==> src/rtl/cdi_bus_pkg.sv <==
// Shared types and constants for the video word-fetch responder and its arbiter.
package cdi_bus_pkg;

    localparam int ADDR_W_DEF = 22;
    localparam int DATA_W_DEF = 16;

    // Clears bit 0 of a byte address; sliced down to the port width by users.
    localparam logic [63:0] WORD_ALIGN_MASK = 64'hFFFF_FFFF_FFFF_FFFE;

    typedef enum logic [2:0] {
        IDLE,
        ISSUE,
        WAIT,
        ACK,
        PREF
    } fetch_state_e;

    typedef logic ch_idx_t;

endpackage

==> src/rtl/fetch_rr_arbiter.sv <==
// Two-channel round-robin pick; the caller owns and registers last_grant.
module fetch_rr_arbiter
    import cdi_bus_pkg::*;
(
    input  logic [1:0] req,
    input  ch_idx_t    last_grant,
    output logic       gnt_valid,
    output ch_idx_t    gnt_idx
);

    always_comb begin
        gnt_valid = |req;
        gnt_idx   = 1'b0;
        if (req == 2'b11) begin
            gnt_idx = ~last_grant;
        end else if (req[1]) begin
            gnt_idx = 1'b1;
        end
    end

endmodule

==> src/rtl/video_fetch_responder.sv <==
// Serves two word-fetch requesters from one memory read port, one read in flight.
// Optional single-entry next-word prefetch buffer: define VIDEO_FETCH_PREFETCH_EN.
//
// state | meaning
// IDLE  | arbitrate ch_as, latch granted channel and word address
// ISSUE | mem_rd held until mem_ready
// WAIT  | waiting for mem_rvalid; ack only if the requester still holds as
// ACK   | one-cycle ch_bus_ack pulse, last_grant updated
// PREF  | speculative read of the next word (prefetch build only)
module video_fetch_responder
    import cdi_bus_pkg::*;
#(
    parameter int ADDR_W = ADDR_W_DEF,
    parameter int DATA_W = DATA_W_DEF,
    parameter int NUM_CH = 2
) (
    input  logic                     clk,
    input  logic                     reset_n,
    input  logic [NUM_CH*ADDR_W-1:0] ch_address,
    input  logic [NUM_CH-1:0]        ch_as,
    output logic [NUM_CH*DATA_W-1:0] ch_din,
    output logic [NUM_CH-1:0]        ch_bus_ack,
    output logic [ADDR_W-1:0]        mem_addr,
    output logic                     mem_rd,
    input  logic                     mem_ready,
    input  logic [DATA_W-1:0]        mem_rdata,
    input  logic                     mem_rvalid
);

    localparam logic [ADDR_W-1:0] ALIGN_MASK = WORD_ALIGN_MASK[ADDR_W-1:0];

    fetch_state_e             state_q, state_d;
    ch_idx_t                  grant_q, grant_d;
    ch_idx_t                  last_grant_q, last_grant_d;
    logic [ADDR_W-1:0]        mem_addr_q, mem_addr_d;
    logic                     mem_rd_q, mem_rd_d;
    logic [NUM_CH*DATA_W-1:0] ch_din_q, ch_din_d;
    logic [NUM_CH-1:0]        ack_q, ack_d;

    logic                     gnt_valid;
    ch_idx_t                  gnt_idx;
    logic [ADDR_W-1:0]        req_addr;
    logic                     pref_active;

`ifdef VIDEO_FETCH_PREFETCH_EN
    logic                     pref_q, pref_d;
    logic                     buf_valid_q, buf_valid_d;
    ch_idx_t                  buf_ch_q, buf_ch_d;
    logic [ADDR_W-1:0]        buf_addr_q, buf_addr_d;
    logic [DATA_W-1:0]        buf_data_q, buf_data_d;
    logic                     buf_hit;

    assign pref_active = pref_q;
`else
    assign pref_active = 1'b0;
`endif

    fetch_rr_arbiter u_arb (
        .req        (ch_as),
        .last_grant (last_grant_q),
        .gnt_valid  (gnt_valid),
        .gnt_idx    (gnt_idx)
    );

    assign req_addr = ch_address[int'(gnt_idx)*ADDR_W +: ADDR_W] & ALIGN_MASK;

    always_comb begin
        state_d      = state_q;
        grant_d      = grant_q;
        last_grant_d = last_grant_q;
        mem_addr_d   = mem_addr_q;
        mem_rd_d     = mem_rd_q;
        ch_din_d     = ch_din_q;
        ack_d        = '0;
`ifdef VIDEO_FETCH_PREFETCH_EN
        pref_d       = pref_q;
        buf_valid_d  = buf_valid_q;
        buf_ch_d     = buf_ch_q;
        buf_addr_d   = buf_addr_q;
        buf_data_d   = buf_data_q;
        buf_hit      = buf_valid_q && gnt_valid && (buf_ch_q == gnt_idx)
                       && (buf_addr_q == req_addr);
        // The prefetched word only belongs to an uninterrupted burst.
        if (buf_valid_q && !ch_as[buf_ch_q]) begin
            buf_valid_d = 1'b0;
        end
`endif

        case (state_q)
            IDLE: begin
                if (gnt_valid) begin
                    grant_d    = gnt_idx;
                    mem_addr_d = req_addr;
`ifdef VIDEO_FETCH_PREFETCH_EN
                    buf_valid_d = 1'b0;
                    if (buf_hit) begin
                        ch_din_d[int'(gnt_idx)*DATA_W +: DATA_W] = buf_data_q;
                        ack_d[gnt_idx] = 1'b1;
                        state_d        = ACK;
                    end else begin
                        mem_rd_d = 1'b1;
                        state_d  = ISSUE;
                    end
`else
                    mem_rd_d = 1'b1;
                    state_d  = ISSUE;
`endif
                end
            end

            ISSUE: begin
                if (mem_ready) begin
                    mem_rd_d = 1'b0;
                    state_d  = WAIT;
                end
            end

            WAIT: begin
                if (mem_rvalid) begin
                    state_d = IDLE;
                    if (pref_active) begin
`ifdef VIDEO_FETCH_PREFETCH_EN
                        pref_d = 1'b0;
                        if (ch_as[grant_q]) begin
                            buf_valid_d = 1'b1;
                            buf_ch_d    = grant_q;
                            buf_addr_d  = mem_addr_q;
                            buf_data_d  = mem_rdata;
                        end
`endif
                    end else if (ch_as[grant_q]) begin
                        ch_din_d[int'(grant_q)*DATA_W +: DATA_W] = mem_rdata;
                        ack_d[grant_q] = 1'b1;
                        state_d        = ACK;
                    end
                end
            end

            ACK: begin
                last_grant_d = grant_q;
                state_d      = IDLE;
`ifdef VIDEO_FETCH_PREFETCH_EN
                if (ch_as[grant_q]) begin
                    mem_addr_d = mem_addr_q + ADDR_W'(2);
                    mem_rd_d   = 1'b1;
                    pref_d     = 1'b1;
                    state_d    = PREF;
                end
`endif
            end

            PREF: begin
`ifdef VIDEO_FETCH_PREFETCH_EN
                if (mem_ready) begin
                    mem_rd_d = 1'b0;
                    state_d  = WAIT;
                end
`else
                state_d = IDLE;
`endif
            end

            default: state_d = IDLE;
        endcase
    end

    always_ff @(posedge clk or negedge reset_n) begin
        if (!reset_n) begin
            state_q      <= IDLE;
            grant_q      <= 1'b0;
            last_grant_q <= 1'b1;
            mem_addr_q   <= '0;
            mem_rd_q     <= 1'b0;
            ch_din_q     <= '0;
            ack_q        <= '0;
`ifdef VIDEO_FETCH_PREFETCH_EN
            pref_q       <= 1'b0;
            buf_valid_q  <= 1'b0;
            buf_ch_q     <= 1'b0;
            buf_addr_q   <= '0;
            buf_data_q   <= '0;
`endif
        end else begin
            state_q      <= state_d;
            grant_q      <= grant_d;
            last_grant_q <= last_grant_d;
            mem_addr_q   <= mem_addr_d;
            mem_rd_q     <= mem_rd_d;
            ch_din_q     <= ch_din_d;
            ack_q        <= ack_d;
`ifdef VIDEO_FETCH_PREFETCH_EN
            pref_q       <= pref_d;
            buf_valid_q  <= buf_valid_d;
            buf_ch_q     <= buf_ch_d;
            buf_addr_q   <= buf_addr_d;
            buf_data_q   <= buf_data_d;
`endif
        end
    end

    assign ch_din     = ch_din_q;
    assign ch_bus_ack = ack_q;
    assign mem_addr   = mem_addr_q;
    assign mem_rd     = mem_rd_q;

endmodule

==> config.mk <==
export PLATFORM = sky130hd
export DESIGN_NAME = video_fetch_responder
export DESIGN_NICKNAME = d
export VERILOG_FILES = /design/src/rtl/cdi_bus_pkg.sv /design/src/rtl/fetch_rr_arbiter.sv /design/src/rtl/video_fetch_responder.sv
export SDC_FILE = /design/constraint.sdc
export NUM_CORES = 1
export LEC_CHECK = 0
export CAP_MARGIN = 20
export CORE_MARGIN = 5
export CORE_UTILIZATION = 25
export CTS_CLUSTER_DIAMETER = 150
export DETAILED_ROUTE_END_ITERATION = 8
export HOLD_SLACK_MARGIN = 0.08
export PLACE_DENSITY = 0.53
export SYNTH_ARGS = -nofsm -noshare
export SYNTH_HDL_FRONTEND = slang
export SYNTH_SLANG_ARGS = --single-unit
==> constraint.sdc <==
create_clock -name clk -period 1.5 [get_ports clk]
set_input_delay 0.3 -clock clk [delete_from_list [all_inputs] [get_ports clk]]
set_output_delay 0.3 -clock clk [all_outputs]
set_load 0.05 [all_outputs]
[Word-level counts from Yosys, hierarchy flattened]
Index checks and enable logic that the tools add are counted.
W data, S select, Z words.
Storage, ports and cells
  register bits: 61
  input bits: 66
  output and inout bits: 57
  logic and storage cells: 48
Cells by class
  add/sub/neg operators: 1
  $mul: 1
  $lt $le $gt $ge: 2
  equal/unequal tests: 7
  shift operators: 3
  mux-type cells: 18
  bitwise operators: 1
  reductions and logical operators: 8
Operator list (number)
  $shiftx A44 B7 Y22: 1
  $neg A5 Y33: 1
  $shift A16 B33 Y32 const A: 1
  $shiftx A16 B33 Y32: 1
  $bwmux W32: 1
  $mux W3: 3
  $pmux W3 S3: 1
  $reduce_and A3 Y1: 3
  $mux W2: 4
  $mux W1: 7
  $eq A3 B2 Y1 const B: 2
  $ne A2 B2 Y1 const B: 3
  $mul A1 B4 Y5 const B: 1
  $eq A3 B1 Y1 const B: 1
  $logic_not A3 Y1: 1
  $eq A2 B2 Y1 const B: 1
  $lt A1 B2 Y1 const B: 1
  $pmux W1 S2: 1
  $reduce_and A2 Y1: 1
  $reduce_bool A2 Y1: 1
  $reduce_or A2 Y1: 1
  $demux W1 S1: 1
  $ge A1 B1 Y1 const B: 1
  $logic_and A1 B1 Y1: 1
  $not A1 Y1: 1

[Logic depth before layout (Yosys ltp)]
Gate-level depths: netlist of run 1.
  depth in word-level cells: 7
  depth in mapped cells: 5
  depth with buffers taken out: 3

[Modules after synthesis]
From an unflattened synthesis of run 1, not the netlist that was laid out.
Unflattened totals
  cell total of the unflattened synthesis: 189
  area total of the unflattened synthesis: 2537.4 um2
Modules (own cells, without submodules)
  video_fetch_responder: times used 1, cells an instance 187, area an instance 2523.7 um2, sequential area each 1502.7 um2
  fetch_rr_arbiter: times used 1, cells an instance 2, area an instance 13.8 um2, sequential area each 0.0 um2

[Least setup slack after synthesis of run 1]
No wires, ideal clock.
  path kind: reg-to-reg
  start point: reg state_q[0]
  end point: reg ch_din_q[10], in the netlist ch_din[10]
  library setup time: 127 ps
  data arrival time: 1471 ps
  required time: 1373 ps
  setup slack: -98 ps
  stages on the path, launching flop included: 5
  path buffers: 1
  period minus slack after synthesis: 1598 ps
  path through: dfrtp_1 -> nand3b_4 -> nor3b_4 -> buf_6 -> mux2_1
On the way
  cells in the longest elaborated chain, start to end: 2
RTL lines
  from (decl): RTL line video_fetch_responder.sv:32  | fetch_state_e state_q, state_d;
  from (signal assigned): RTL line video_fetch_responder.sv:184  | state_q <= state_d;
  $eq A3 B2 Y1: RTL line video_fetch_responder.sv:89  | case (state_q)
  $reduce_and A3 Y1 (no line)
  to (signal assigned): RTL line video_fetch_responder.sv:189  | ch_din_q <= ch_din_d;
  to (decl): RTL line video_fetch_responder.sv:37  | logic [NUM_CH*DATA_W-1:0] ch_din_q, ch_din_d;
No other way between the ends.
A chain may end at the register's enable or synchronous reset.

[Worst setup path after layout of run 1]
  start point: reg last_grant_q
  end point: reg mem_addr_q[11], in the netlist mem_addr[11]
On the way
  cells in the longest elaborated chain, start to end: 4
RTL lines
  from (decl): RTL line video_fetch_responder.sv:34  | ch_idx_t last_grant_q, last_grant_d;
  from (signal assigned): RTL line video_fetch_responder.sv:186  | last_grant_q <= last_grant_d;
  $not A1 Y1: RTL line fetch_rr_arbiter.sv:15  | gnt_idx = ~last_grant;
  $mux W1: RTL line fetch_rr_arbiter.sv:14  | if (req == 2'b11) begin
  $mul A1 B4 Y5: RTL line video_fetch_responder.sv:65  | assign req_addr = ch_address[int'(gnt_idx)*ADDR_W +: ADDR_W] & ALIGN_MASK;
  $shiftx A44 B7 Y22: RTL line video_fetch_responder.sv:65
  to (signal assigned): RTL line video_fetch_responder.sv:187  | mem_addr_q <= mem_addr_d;
  to (decl): RTL line video_fetch_responder.sv:35  | logic [ADDR_W-1:0] mem_addr_q, mem_addr_d;
No other way between the ends.

==> results of run 1 <==
per-layer routing:
metal	part of all wire (%)	global-route usage, %
met1	41	12.68
met2	50	19.82
met3	7.4	5.109
met4	0.96	4.136
met5	0	0
layout by cell type (no fill, tap or decap), types with 2 or more instances in the layout:
master and count:
clkdlybuf4s50_1 59, clkinv_2 2, mux2i_1 2, buf_12 62
mux2_2 24, dlygate4sd2_1 2, mux2_4 42, nor2_1 3
inv_1 2, buf_4 5, mux2_1 9, dfrtp_1 59
clkbuf_8 11, nand2_1 3, clkbuf_1 2
stage by stage:
step                      utilization [%]  setup slack, ns
after CTS                           47.05         -0.05818
final                               48.80         -0.05053
after floorplan                         -         -0.07991
after global placement              45.17          -0.4049
after detailed placement            45.17          -0.4252
after global routing                48.80         -0.09500
worst max-delay path by stage:
stage	to	cells after the start
floorplan	ch_din[10]	4
global placement	mem_addr[19]	5
detailed placement	mem_addr[12]	5
CTS	mem_addr[12]	4
global route	mem_addr[2]	4
finish	mem_addr[11]	4
area by class of cell:
class	count	area, µm²	share of cell area, %
multi-input combinational	95	1166	23.46
inverter	2	7.507	0.1511
sequential	60	1503	30.24
clock buffer	13	158.9	3.197
tap	136	170.2	3.424
timing repair buffer	133	1954	39.33
clock inverter	2	10.01	0.2014
what timing repair did:
item                       4_1_cts  5_1_grt
gates cloned                     0        1
pin swaps                        0        1
hold buffers                     1        0
setup endpoints to repair       21       37
resized for setup                6       41
hold endpoints to repair         7        0
buffers inserted                 0        0
cells in the mapped netlist, types with 2 or more instances:
cell / count
buf_2: 3
buf_4: 2
buf_6: 3
dfrtp_1: 59
inv_1: 2
mux2_1: 9
mux2_2: 66
mux2i_1: 2
nand2_1: 3
nor2_1: 3
registers in the layout, indices dropped and copies added (netlist names):
signal / flops
ch_din: 32
mem_addr: 21
ch_bus_ack: 2
state_q: 2
grant_q: 1
last_grant_q: 1
mem_rd: 1
power groups by stage:
| stage | clock network (µW) | logic, µW | registers [µW] |
|---|---|---|---|
| detailed placement | 0 | 7030 | 3200 |
| global route | 1420 | 7600 | 3280 |
| CTS | 1360 | 7070 | 3180 |
| finish | 1290 | 7330 | 3170 |
| floorplan | 0 | 1200 | 5150 |
| global placement | 0 | 6970 | 3170 |
worst max-delay path: cells and delay by family, from the launching register on:
family / cells / cell delay (ns)
AOI/OAI and AO/OA: 1 / 0.17
buffers and inverters: 1 / 0.17
DFF: 1 / 0.54
muxes: 2 / 0.56
cells by family after synthesis:
| logic type | share of synthesized area (%) |
|---|---|
| multiplexers | 33.64 |
| flip-flops | 58.47 |
| AND/OR/NAND/NOR | 3.019 |
| buffers and inverters | 2.775 |
| AO/OA/AOI/OAI | 1.947 |
| other | 0.1459 |
==> reports/metrics.csv, run 1 <==
stage;metric;value;unit
outcome;outcome;finished with violations;
outcome;violations;setup timing;
cts;tritoncts;done;
route;dr.pass1.iters;3;
route;dr_total_vias;1863;
route;drt-total-wl;7272;µm
route;drc;0;
die;coreArea;10180;µm²
power;powerDensity;2372;nW/µm²
power;sequentialPowerShare;26.9;%
final_layout;final_area;4970;µm²
synth;synth_area_leaders;dfrtp_1 57%, mux2_2 29%, mux2_1 3.9%, buf_6 1.3%, dfstp_2 1.0%;
setup_path;crit_start;last_grant_q;
final_layout;fin_nets;367;
route;drt_iter0_markers;54;
final_layout;drive_above_1_share;50.82;%
synth;synth_seq_cells;60;
power;ir_drop;1269;µV
global_route;grt_pass1_vias;2149;
sta;fin_crit_sh;103.4;%
setup_path;start_kind;flop;
cts;clk_latency;0.33;ns
final_layout;fillers;879;
sta;setup_violations;21;
die;die-area;12410;µm²
die;io_pins;123;
placement;hpwl;5187;µm
setup_path;crit_path_end_kind;flop;
hold_path;whs_endpoint;state_q[0];
synth;ys_seq_area_share;58.47;%
run;cap_violations;0;
power;p_int;6964;µW
die;die_w;111.4;µm
synth;synth_cell_types;23;
synth;ys.flop_type;dfrtp_1;
setup_path;cpPeakStageDelay;0.54;ns
global_route;antenna_found_initial;0;
sta;min_period;1.551;ns
setup_path;worstRegToRegCells;4;
die;die_y;111.4;µm
cts;clk_path_buf_depth;2;
placement;dp_cells;424;
setup_path;timing.rr.start;last_grant_q;
setup_path;worstPathRequired;1.71;ns
sta;setup_slack;-0.05053;ns
synth;netlist_area;2570;µm²
sta;rsz0062_at_grt;yes;
synth;yosysWarningCount;0;
synth;synth_top_area_cell;dfrtp_1;
sta;setup_tns;-0.6853;ns
power;switchingPower;4822;µW
setup_path;r2r-end;mem_addr[11];
die;rows;37;
synth;synth_edf_count;0;
power;clkPwrFrac;10.9;%
placement;gp_congestion;0.6526;
placement;placed_area;4601;µm²
setup_path;reg2reg_slack;-0.05;ns
hold_path;worstHoldPathCells;3;
final_layout;instances_no_fill;441;
synth;async_reset_ff_share;100.0;%
hold_path;min_from;mem_rvalid;
die;initial_core_util;25.23;%
sta;hold_ws;0.3846;ns
cts;cts_root_buffer;clkbuf_8;
cts;h-tree-depth;3;
power;pwr-share-comb;62.2;%
route;wire_per_inst;16.49;µm
route;ant_nets;0;
power;design_power_total;11790;µW
sta;maxSlewViolCount;0;
cts;path_clk_slew;0.07;ns
setup_path;timing_worst_setup_path_type;flop to flop;
setup_path;cp_max_fo;7;
synth;syn_avg_cell_area;15.58;µm²
sta;fmax;0.6449;GHz
setup_path;cpMaxStageDelayCell;dfstp_2;
global_route;grt_pass1_wl;11340;µm
synth;synth_top_area_share;57.45;%
route;viasPerCell;4.224;
global_route;grt_max_degree;24;
final_layout;area_delta_synth_final;93.38;%
global_route;overflow;0;
sta;hold_violations;0;
sta;finClkSkew;0.005060;ns
power;sw_frac_of_total;40.92;%
synth;synth_nets;231;
power;total_leakage_power;0.002270;µW
cts;numCtsBuffers;9;
global_route;grtUsageTotal;11.55;%
cts;numClockSinks;60;
synth;syn_inst;165;
setup_path;crit_top_cell;mux2_4;
hold_path;hp-class;input pin to flop;
final_layout;diodes;0;
placement;portBuffers;119;
setup_path;arrival;1.76;ns
setup_path;crit_chain;a21bo_4 -> clkbuf_16 -> mux2_4 -> mux2_4;
Power figures use the tool's default switching activity.
==> inputs of run 2 (changes only) <==
- SETUP_SLACK_MARGIN: unset -> 0.4
==> run 2 against run 1 <==
The run still ends with setup timing left. Count of clock-buffer cells in the layout decreased by 2. Clock skew up 0.0012 ns. First-iteration DRC count shrank 11%. Routed wire length down 2.7%. Final cell count rose by 5.2%. Clock power is 5% higher. Sequential cell count is the same. Via count up 2.8%. Register-to-register slack about the same. Hold slack gained 0.10 ns. Combinational power grew 7.9%. Critical path type unchanged.
==> reports/metrics.csv, run 2 (synthesis gave the netlist of run 1 again) <==
stage;metric;value;unit;change
route;wire_per_inst;15.25;µm;-7.5%
cts;clk_latency;0.33;ns;about the same
setup_path;arrival;1.76;ns;about the same
power;design_power_total;12460;µW;+5.7%
power;total_leakage_power;0.002446;µW;+7.7%
final_layout;fillers;874;;-0.57%
cts;h-tree-depth;3;;unchanged
power;ir_drop;888.0;µV;-30%
die;die-area;12410;µm²;unchanged
cts;numCtsBuffers;9;;unchanged
run;cap_violations;0;;unchanged
sta;maxSlewViolCount;0;;unchanged
setup_path;crit_chain;a21bo_4 -> buf_12 -> mux2_4 -> mux2_4;;
route;drt_iter0_markers;48;;-11%
hold_path;hp-class;input pin to asynchronous set/reset pin;;
route;viasPerCell;4.127;;-2.3%
outcome;violations;setup timing;;
final_layout;diodes;0;;unchanged
global_route;overflow;0;;unchanged
sta;finClkSkew;0.006216;ns;+0.001156 ns
die;die_w;111.4;µm;unchanged
die;rows;37;;unchanged
placement;gp_congestion;0.6507;;-0.29%
die;coreArea;10180;µm²;unchanged
sta;setup_slack;-0.03974;ns;+0.01079 ns
sta;setup_violations;21;;unchanged
sta;hold_violations;0;;unchanged
final_layout;fin_nets;389;;+6.0%
global_route;grtUsageTotal;11.51;%;-0.032 points
sta;fmax;0.6495;GHz;+0.70%
power;pwr-share-comb;63.5;%;+1.3 points
final_layout;final_util;52.32;%;+3.5 points
setup_path;cp_max_fo;16;;+9
route;dr.pass1.iters;3;;unchanged
final_layout;drive_above_1_share;58.84;%;+8.0 points
placement;portBuffers;119;;unchanged
power;p_int;7473;µW;+7.3%
setup_path;timing_worst_setup_path_type;flop to flop;;
route;ant_nets;0;;unchanged
cts;cts_root_buffer;clkbuf_8;;
final_layout;seqCellArea;1506;µm²;+0.25%
die;io_pins;123;;unchanged
route;drt-total-wl;7075;µm;-2.7%
global_route;grt_pass1_vias;2206;;+2.7%
setup_path;start_kind;flop;;
sta;min_period;1.540;ns;-0.01079 ns
power;clkPwrFrac;10.8;%;about the same
outcome;outcome;finished with violations;;
sta;rsz0062_at_grt;yes;;
cts;numClockSinks;60;;unchanged
final_layout;layout_common_cells;74 x mux2_4, 62 x buf_12, 59 x clkdlybuf4s50_1;;
setup_path;worstPathRequired;1.72;ns;about the same
die;die_y;111.4;µm;unchanged
placement;hpwl;4642;µm;-11%
power;sw_frac_of_total;40.03;%;-0.89 points
setup_path;crit_top_cell;mux2_4;;
power;sequentialPowerShare;25.7;%;-1.2 points
setup_path;crit_path_end_kind;flop;;
global_route;grt_pass1_wl;11450;µm;+0.92%
final_layout;layout.cells.most_common;mux2_4;;
final_layout;largest_reg_flops;32;;unchanged
setup_path;cpPeakStageDelay;0.54;ns;about the same
cts;path_clk_slew;0.07;ns;about the same
global_route;grt_max_degree;61;;+150%
die;initial_core_util;25.23;%;unchanged
final_layout;area_delta_synth_final;107.4;%;
setup_path;cpMaxStageDelayCell;dfstp_2;;
route;dr_total_vias;1915;;+2.8%
route;drc;0;;unchanged
global_route;antenna_found_initial;0;;unchanged
final_layout;multi_input_area;1296;µm²;+11%
cts;clk_path_buf_depth;2;;unchanged
power;switchingPower;4988;µW;+3.4%
power;powerDensity;2338;nW/µm²;-1.4%
cts;tritoncts;done;;
sta;fin_crit_sh;102.6;%;-0.72 points
## run 2: cell count changes in the layout (fill, tap and decap cells not counted), sizes merged
cell,before,now
buf,69,90
clkbuf,14,13
clkinvlp,0,3
dlygate4sd2,2,3
dlymetal6s2s,1,0
## run 2: through the flow
stage	instances	hold WS (ns)	worst slack (ns)	instance area (µm²)	setup TNS (ns)
2_1_floorplan	165	0.004409	-0.07991	2750	-1.636
3_3_place_gp	424	0.3366	-0.3854	4746	-17.97
3_5_place_dp	424	0.3361	-0.4192	4746	-19.17
4_1_cts	454	0.4977	-0.05163	5202	-0.7551
5_1_grt	464	0.5344	-0.08823	5329	-1.862
6_report	464	0.4883	-0.03974	5329	-0.5352
## run 2: power groups by stage
| stage | clock [µW] | sequential [µW] | combinational (µW) |
|---|---|---|---|
| after global placement | 0 | 3200 | 7300 |
| final | 1350 | 3200 | 7910 |
| after CTS | 1430 | 3210 | 7770 |
| after floorplan | 0 | 5160 | 1570 |
| after global routing | 1480 | 3310 | 8200 |
| after detailed placement | 0 | 3210 | 7370 |
## run 2: worst max-delay path, delay by kind of cell, from the launching register on
kind,cells,cell delay [ns]
mux,2,0.57
flops,1,0.54
buf+inv,1,0.17
compound gates,1,0.14
## run 2: area by class of cell
cell class              instances  area share (%)
flip-flops and latches         60           28.27
repair buffers                155           40.55
well taps                     136           3.193
clock inverters                 5          0.6809
inverters                       2          0.1409
multi-input cells              95           24.32
clock buffers                  11           2.841
## run 2: final timing paths
check,from,end,slack (ns),cells after the start
max in group asynchronous,reset_n,last_grant_q,0.71,3
setup reg to reg,last_grant_q,mem_addr[10],-0.04,4
hold / removal,reset_n,ch_din[1],0.49,3
setup / recovery,last_grant_q,mem_addr[10],-0.04,4
min in group clk,mem_rvalid,state_q[1],0.52,3
hold reg to reg,ch_din[26],ch_din[26],0.58,1
## run 2: timing repair
item,in CTS,in global routing
hold buffers,1,0
setup endpoints to repair,112,115
buffers inserted,11,9
gates resized for setup,36,11
gates cloned,2,1
endpoints found under the hold margin,59,0
pin swaps,0,2
## run 2: layer usage
| layer | global-route usage (%) | wire [µm] |
|---|---|---|
| met5 | 0 | 0 |
| met4 | 3.163 | 66 |
| met3 | 5.652 | 554 |
| met2 | 18.17 | 3510 |
| met1 | 14.06 | 2943 |
